### config.mk
export PLATFORM = sky130hd
export DESIGN_NAME = cic_rate_ctrl
export DESIGN_NICKNAME = d
export VERILOG_FILES = /design/src/rtl/cic_rate_ctrl.sv
export SDC_FILE = /design/constraint.sdc
export NUM_CORES = 1
export LEC_CHECK = 0
export ABC_CLOCK_PERIOD_IN_PS = 4100
export CAP_MARGIN = 10
export CORE_AREA = 2 2 67 69
export CTS_BUF_LIST = sky130_fd_sc_hd__clkbuf_2 sky130_fd_sc_hd__clkbuf_4 sky130_fd_sc_hd__clkbuf_8
export DETAILED_ROUTE_END_ITERATION = 8
export DIE_AREA = 0 0 69 71
export PLACE_DENSITY = 0.83
export SLEW_MARGIN = 40
export SYNTH_ARGS = -nofsm -noshare
export SYNTH_HDL_FRONTEND = slang
export SYNTH_SLANG_ARGS = --single-unit
### constraint.sdc
create_clock -name clk_div -period 4.1 [get_ports clk_div]
set_input_delay 0.41 -clock clk_div [delete_from_list [all_inputs] [get_ports clk_div]]
set_output_delay 0.41 -clock clk_div [all_outputs]
set_load 0.02 [all_outputs]
### src/rtl/cic_rate_ctrl.sv
`default_nettype none
// ==== cic_rate_ctrl : CIC comb-stage rate sequencer (flush / settle / run) == Rev 1.0 ====
module cic_rate_ctrl #(
  parameter int ODW        = 16,
  parameter int FLUSH_CNT  = 2,
  parameter int SETTLE_CNT = 4,
  parameter int CW         = 16
) (
  input  logic           clk_div,
  input  logic           reset_n,
  input  logic           enable,
  input  logic           cfg_load,
  input  logic [2:0]     os_sel_req,
  input  logic [ODW-1:0] data_in,
  output logic [2:0]     os_sel,
  output logic [ODW-1:0] data_out,
  output logic           data_valid,
  output logic           busy,
  output logic           err_illegal,
  output logic [CW-1:0]  sample_cnt
);

  localparam int MAX_CNT = (FLUSH_CNT > SETTLE_CNT) ? FLUSH_CNT : SETTLE_CNT;
  localparam int TW      = $clog2(MAX_CNT + 1);
  localparam logic [TW-1:0] FLUSH_LD  = TW'(FLUSH_CNT);
  localparam logic [TW-1:0] SETTLE_LD = TW'(SETTLE_CNT);
  localparam logic [TW-1:0] TIMER_ONE = TW'(1);

  typedef enum logic [1:0] {IDLE, FLUSH, SETTLE, RUN} state_t;

  state_t        state, state_nx;
  logic [TW-1:0] timer, timer_nx;
  logic [2:0]    pending_sel;
  logic [2:0]    os_sel_nx;
  logic [2:0]    eff_sel;
  logic          load_legal;
  logic          load_illegal;
  logic          run_hold;

  assign load_illegal = cfg_load && (os_sel_req == 3'b111);
  assign load_legal   = cfg_load && !load_illegal;
  assign eff_sel      = load_legal ? os_sel_req : pending_sel;
  // A sample is only qualified when RUN continues into the next cycle.
  assign run_hold     = (state == RUN) && (state_nx == RUN);

  always_comb begin
    state_nx  = state;
    timer_nx  = timer;
    os_sel_nx = os_sel;
    if (!enable) begin
      state_nx  = IDLE;
      timer_nx  = '0;
      os_sel_nx = 3'b000;
    end else begin
      case (state)
        IDLE: begin
          if (eff_sel != 3'b000) begin
            state_nx = FLUSH;
            timer_nx = FLUSH_LD;
          end
        end
        FLUSH, SETTLE: begin
          if (load_legal) begin
            // Any legal load here restarts the sequence from a clean datapath.
            state_nx  = (os_sel_req == 3'b000) ? IDLE : FLUSH;
            timer_nx  = (os_sel_req == 3'b000) ? '0 : FLUSH_LD;
            os_sel_nx = 3'b000;
          end else if (timer == TIMER_ONE) begin
            if (state == FLUSH) begin
              state_nx  = SETTLE;
              timer_nx  = SETTLE_LD;
              os_sel_nx = pending_sel;
            end else begin
              state_nx = RUN;
              timer_nx = '0;
            end
          end else begin
            timer_nx = timer - TIMER_ONE;
          end
        end
        RUN: begin
          if (load_legal && (os_sel_req == 3'b000)) begin
            state_nx  = IDLE;
            os_sel_nx = 3'b000;
          end else if (load_legal && (os_sel_req != os_sel)) begin
            state_nx  = FLUSH;
            timer_nx  = FLUSH_LD;
            os_sel_nx = 3'b000;
          end
        end
        default: begin
          state_nx  = IDLE;
          timer_nx  = '0;
          os_sel_nx = 3'b000;
        end
      endcase
    end
  end

  always_ff @(posedge clk_div) begin
    if (!reset_n) begin
      state       <= IDLE;
      timer       <= '0;
      pending_sel <= 3'b000;
      os_sel      <= 3'b000;
      data_out    <= '0;
      data_valid  <= 1'b0;
      busy        <= 1'b0;
      err_illegal <= 1'b0;
      sample_cnt  <= '0;
    end else begin
      state       <= state_nx;
      timer       <= timer_nx;
      os_sel      <= os_sel_nx;
      if (load_legal) pending_sel <= os_sel_req;
      err_illegal <= load_illegal;
      busy        <= (state_nx == FLUSH) || (state_nx == SETTLE);
      data_valid  <= run_hold;
      data_out    <= run_hold ? data_in : '0;
      if (state_nx == FLUSH) sample_cnt <= '0;
      else if (run_hold)     sample_cnt <= sample_cnt + CW'(1);
    end
  end

endmodule
`default_nettype wire

==> results of run 1 <==
cell type report:
cell class              count  area, um2
multi-input cells         158       1091
inverters                   6      22.52
clock inverters             3      18.77
repair buffers             60      600.6
flip-flops and latches     46      920.9
fillers                   354       1416
clock buffers               5      68.82
well taps                  52      65.06
logic make-up after synthesis:
group                      after synthesis  share of synthesized area [%]
and+or+nand+nor                         84                          22.68
buffers and inverters                   17                          4.513
adders and majority gates                8                          4.751
muxes                                    5                          2.435
xor gates and xnor gates                18                          7.482
DFF                                     46                          43.71
AOI/OAI and AO/OA                       43                          14.43
sequential cells by signal, summed over array words and instances (netlist names):
| name | flops |
|---|---|
| busy | 1 |
| data_out | 16 |
| data_valid | 1 |
| err_illegal | 1 |
| os_sel | 3 |
| pending_sel | 3 |
| sample_cnt | 16 |
| state | 2 |
| timer | 3 |
worst register-to-register path, cell delays in order, from the launching register on:
cell and delay (ps):
dfxtp_1 480, inv_1 110, ha_1 380, a31o_1 210
a221o_1 370, o211a_1 130, ha_1 220, and4_1 260
and3_1 210, and4_1 210, xnor2_1 130, a31oi_1 60
placed cells by master, fill, tap and decap left out, types with 2 or more instances in the layout:
cell type	synthesis	final
nand3_1	11	11
nor2_1	5	5
nand3b_1	2	2
and4_1	3	3
nor3_1	6	6
xnor2_1	8	8
dfxtp_1	46	46
clkdlybuf4s50_1	0	60
and3_1	4	4
nand4_1	4	4
ha_1	8	8
mux2i_1	4	4
o21ai_0	4	4
xor2_1	10	10
a31oi_1	17	17
and2_1	20	20
clkinv_2	0	2
inv_1	6	6
clkbuf_8	0	5
a21oi_1	7	7
a21boi_0	3	3
nand2_1	18	18
metrics by stage:
step / std cells / setup slack [ps]
floorplan: 221 / 1152
global placement: 322 / 504.8
detailed placement: 322 / 412.1
CTS: 330 / 729.8
global route: 330 / 590.7
finish: 330 / 710.1
path summary, 6_finish.rpt:
kind	startpoint	end
worst max register to register	state[0]	sample_cnt[7]
worst max-delay path	os_sel_req[0]	sample_cnt[7]
worst min-delay path	pending_sel[0]	pending_sel[0]
worst min register to register	pending_sel[0]	pending_sel[0]
layer usage:
layer,track usage (%),up-vias,wire (um)
met5,0,-,0
met4,5.882,0,34
met3,7.835,2,327
met2,30.02,67,2130
met1,22.46,835,1943
li1,-,898,-
power breakdown:
| part | total [uW] | leakage (uW) | internal, uW | switching (uW) |
|---|---|---|---|---|
| logic | 75.8 | 0.000628 | 38.6 | 37.2 |
| clock network | 274 | 0.0000483 | 120 | 153 |
| registers | 455 | 0.000372 | 451 | 3.87 |
==> impl_metrics.ini, run 1 <==
[run_status]
status = finished, final reports clean

[final_layout]
post-route-util_pct = 66.31
drive_gt1_share_pct = 5.755
fin_area_um2 = 2788
num_antenna_cells = 0
syn_to_final_growth_pct = 32.30
nNetsFinal = 308

[placed_design]
gp_congestion = 0.7747
dp_hpwl_um = 3287
dpl_cell_area_um2 = 2700
io_buffer_count = 60

[critical_path]
cp.depth = 11
cp_slowest_stage_delay_ps = 730
worstSetupStartpointType = input pin
cp_num_buf_inv = 1
arrival_ps = 3530
crit_family = simple AND/OR/NAND/NOR gates
cp_cell_sequence = clkdlybuf4s50_1 > or4b_1 > a31o_1 > a221o_1 > o211a_1 > ha_1 > and4_1 > and3_1 > and4_1 > xnor2_1 > a31oi_1
crit_slowest_cell = or4b_1
ff2ff_setup_slack_ps = 1180
critPathCaptureType = register
cp_common_cell = and4_1
path_class = in2reg
crit_fanout = 9
critical_path_required_ps = 4240
reg2regPathDepth = 11

[grt]
track_usage_pct = 18.54
antenna_found_initial = 0
overflow = 0
grt_pass1_wl_um = 7369
grt_max_degree = 18
grt_pass1_vias = 1658

[synthesis]
syn_nets = 252
ys_top_cells_by_area = dfxtp_1, and2_1, a31oi_1, ha_1, xor2_1
syn_inst = 221
avgSynthCellArea_um2 = 9.534
yosys.area.top_type = dfxtp_1
synth_cell_types = 48
synthArstFlopShare_pct = 0
netlist_top_cells_count = dfxtp_1, and2_1, nand2_1, a31oi_1, nand3_1
yosysWarnings = 0
ys_seq_area_share_pct = 43.71
synth_edf_count = 0
yosysMostFrequentCell = dfxtp_1
synthFlopType = dfxtp_1
ys_seq_elements = 46
synth_area_um2 = 2107
synth_top_area_share_pct = 43.71

[run]
max-cap-violations = 0

[clock_tree]
cts_hold_buf = 0
cts-root-buf = clkbuf_8
clock-sinks = 46
cts_resized = 0
post_cts_buffers = 0
tritoncts = built
cts_buffers = 5
clk_latency_ps = 300
path_clk_slew_ps = 80
cts_buffer_depth = 2
cts-htree-levels = 2

[worst_hold_path]
min_path_type = reg2reg
hold_depth = 2

[sta]
fmax_ghz = 0.2950
fin_tns_setup_ps = 0
period_share_pct = 82.68
hold_slack_ps = 495.3
tightestPinTransition_ps = 713.8
fin_crit_ps = 3390
maxSlewViolCount = 0
rsz0062_at_grt = no
setup_viol = 0
slew_headroom_pct = 52.27
hold_viol = 0
fin_worst_skew_ps = 12.27

[floorplanning]
die_width_um = 69
core_area_um2 = 4204
die_area_um2 = 4899
num_rows = 24
io_pins = 61
start_util_pct = 50.12
dieHeight_um = 71

[power_and_ir_drop]
powerDensity_nw_per_um2 = 288.5
power_uw = 804.2
vdd_ir_drop_max_mv = 0.2170
p_leak_uw = 0.001048

[routing]
dr.pass1.iters = 4
vias = 1802
routed_wl_um = 4434
drc = 0
drt-vias-per-instance = 5.461
ant_nets = 0
wl_per_cell_um = 13.44
drt_first_iter_violations = 159
No activity file was read; power rests on OpenSTA's default activity.
==> inputs of run 2 (changes only) <==
ABC_CLOCK_PERIOD_IN_PS = 3000   (was 4100)
CORE_AREA = 2 2 73 75   (was 2 2 67 69)
DIE_AREA = 0 0 75 77   (was 0 0 69 71)
PLACE_DENSITY = 0.73   (was 0.83)
clock period = 3 ns   (was 4.1 ns; I/O delays follow)
==> run 2 against run 1 <==
Compared with the run above:
- register-to-register slack worse by 950 ps
- sequential share of layout area down 2.0 points
- final cell count up 9.7%
- cell area up 6.6%
- non-clock buffer count up 14
- worst setup slack worse by 560 ps
- power up 45%
- clock-buffer cell count up 2
- via count up 1.7%
- global-route usage down 1.1 points
- clock skew down 1.9 ps
- worst hold slack worse by 3.8 ps
- critical path type unchanged
==> impl_metrics.ini, run 2 (same netlist as run 1, synthesis figures left out) <==
[grt]
antenna_found_initial = 0
overflow = 0
grt_pass1_vias = 1735
grt_pass1_wl_um = 7914
grt_max_degree = 18
track_usage_pct = 17.48

[final_layout]
post-route-util_pct = 59.70
num_antenna_cells = 0
final_common_cell = clkdlybuf4s50_1
regArea_um2 = 920.9
drive_gt1_share_pct = 12.67
fin_area_um2 = 2972
multiInputGateArea_um2 = 1130
largest_registers = data_out (16), sample_cnt (16)
nNetsFinal = 322
final_cell_mix = clkdlybuf4s50_1, dfxtp_1, and2_1, nand2_1, a31oi_1
nFillCells = 428
syn_to_final_growth_pct = 41.03

[clock_tree]
cts_buffer_depth = 2
path_clk_slew_ps = 80
clock-sinks = 46
cts_hold_buf = 0
clk_latency_ps = 300
tritoncts = built
cts_buffers = 5
cts-htree-levels = 2
cts-root-buf = clkbuf_8

[sta]
setup_viol = 0
fin_worst_skew_ps = 10.40
slew_headroom_pct = 51.75
hold_viol = 0
rsz0062_at_grt = no
tightestPinTransition_ps = 721.7
fin_crit_ps = 2852
period_share_pct = 95.08
maxSlewViolCount = 0
fmax_ghz = 0.3506
fin_tns_setup_ps = 0

[critical_path]
critical_path_required_ps = 3150
critPathLaunch = os_sel_req[0]
crit_slowest_cell = or4b_4
ff2ff_setup_slack_ps = 230
worstSetupStartpointType = input pin
critPathCaptureType = register
rr_startpoint = state[0]
r2r_end = sample_cnt[7]
cp_slowest_stage_delay_ps = 580
reg2regPathDepth = 11
cp_common_cell = and4_1
crit_fanout = 6
cp_cell_sequence = clkdlybuf4s50_1 > or4b_4 > buf_4 > nand2_2 > o31ai_2 > o311a_1 > ha_2 > and4_1 > and3_1 > and4_1 > xnor2_1 > a31oi_1
path_class = in2reg
arrival_ps = 3010

[power_and_ir_drop]
vdd_ir_drop_max_mv = 0.2964
power_frac_clock_pct = 36.1
powerDensity_nw_per_um2 = 391.1
seqPwrFrac_pct = 53.5
p_leak_uw = 0.001120
p_int_uw = 891.3
p_switching_uw = 270.9
p_comb_share_pct = 10.4
swShare_pct = 23.31

[routing]
wl_per_cell_um = 12.96
drc = 0
routed_wl_um = 4693
vias = 1832
drt-vias-per-instance = 5.061
ant_nets = 0
dr.pass1.iters = 4
drt_first_iter_violations = 93

[worst_hold_path]
hold_end = os_sel[1]
hold_depth = 2
hp-start = os_sel[1]
min_path_type = reg2reg

[placed_design]
dpl_cell_area_um2 = 2828
gp_congestion = 0.8462
io_buffer_count = 60
dp_hpwl_um = 3392

[floorplanning]
num_rows = 26
dieHeight_um = 77
die_width_um = 75
core_area_um2 = 4977
io_pins = 61
die_area_um2 = 5775
start_util_pct = 42.33

[run_status]
status = finished, final reports clean

[run]
max-cap-violations = 0
-- run 2: changes by cell type in the layout (fill, tap and decap cells not counted) --
cell	previous run	this run
buf_4	0	14
nor3_1	6	3
clkbuf_8	5	7
clkinv_4	0	1
or4b_1	1	0
clkinv_2	2	0
inv_6	1	0
ha_2	0	2
a31oi_4	0	1
or4b_4	1	2
ha_1	8	6
a31oi_1	17	16
nor3_2	0	3
-- run 2: worst max-delay path: cells and delay by family --
family,cells,cell delay (ps)
xor+xnor,1,130
simple gates,5,1280
buf+inv,2,600
fa+ha+maj,1,220
compound gates,3,480
-- run 2: what timing repair did --
action | 4_1_cts | 5_1_grt
gates resized for setup | 0 | 8
buffers inserted | 0 | 0
endpoints found under the setup margin | 0 | 8
-- run 2: power groups by stage --
stage / combinational, uW / sequential (uW) / clock [uW]
floorplan: 60.0 / 636 / 0
global placement: 115 / 636 / 0
detailed placement: 116 / 636 / 0
CTS: 116 / 621 / 435
global route: 132 / 623 / 459
finish: 121 / 621 / 420
-- run 2: per-layer routing --
metal  up-vias  global-route usage [%]  part of all wire, %
li1        930                       -                    -
met1       844                   22.44                   46
met2        52                   27.02                   46
met3         6                   5.650                  6.6
met4         0                   6.429                  1.6
met5         -                       0                    0
-- run 2: worst max path at each step --
| stage | endpoint | slack (ps) |
|---|---|---|
| floorplan | sample_cnt[7] | 160 |
| global placement | sample_cnt[15] | -200 |
| detailed placement | sample_cnt[7] | -250 |
| CTS | sample_cnt[15] | 70 |
| global route | sample_cnt[7] | 20 |
| finish | sample_cnt[7] | 150 |
-- run 2: cell type report --
type                    count  area share (%)
inverters                   6          0.7579
clock buffers               7           3.242
clock inverters             1          0.2947
flip-flops and latches     46           30.99
repair buffers             74           23.75
well taps                  70           2.947
multi-input cells         158           38.02
-- run 2: per-stage QoR --
stage                     hold WS [ps]  cells  power, uW  setup WS [ps]
after floorplan                  421.7    221      696.4          162.5
after global placement           482.5    354      750.4         -196.6
after detailed placement         485.7    354      751.9         -252.6
after CTS                        498.7    362       1173          67.31
after global routing             526.3    362       1214          17.03
final                            491.5    362       1162          147.7
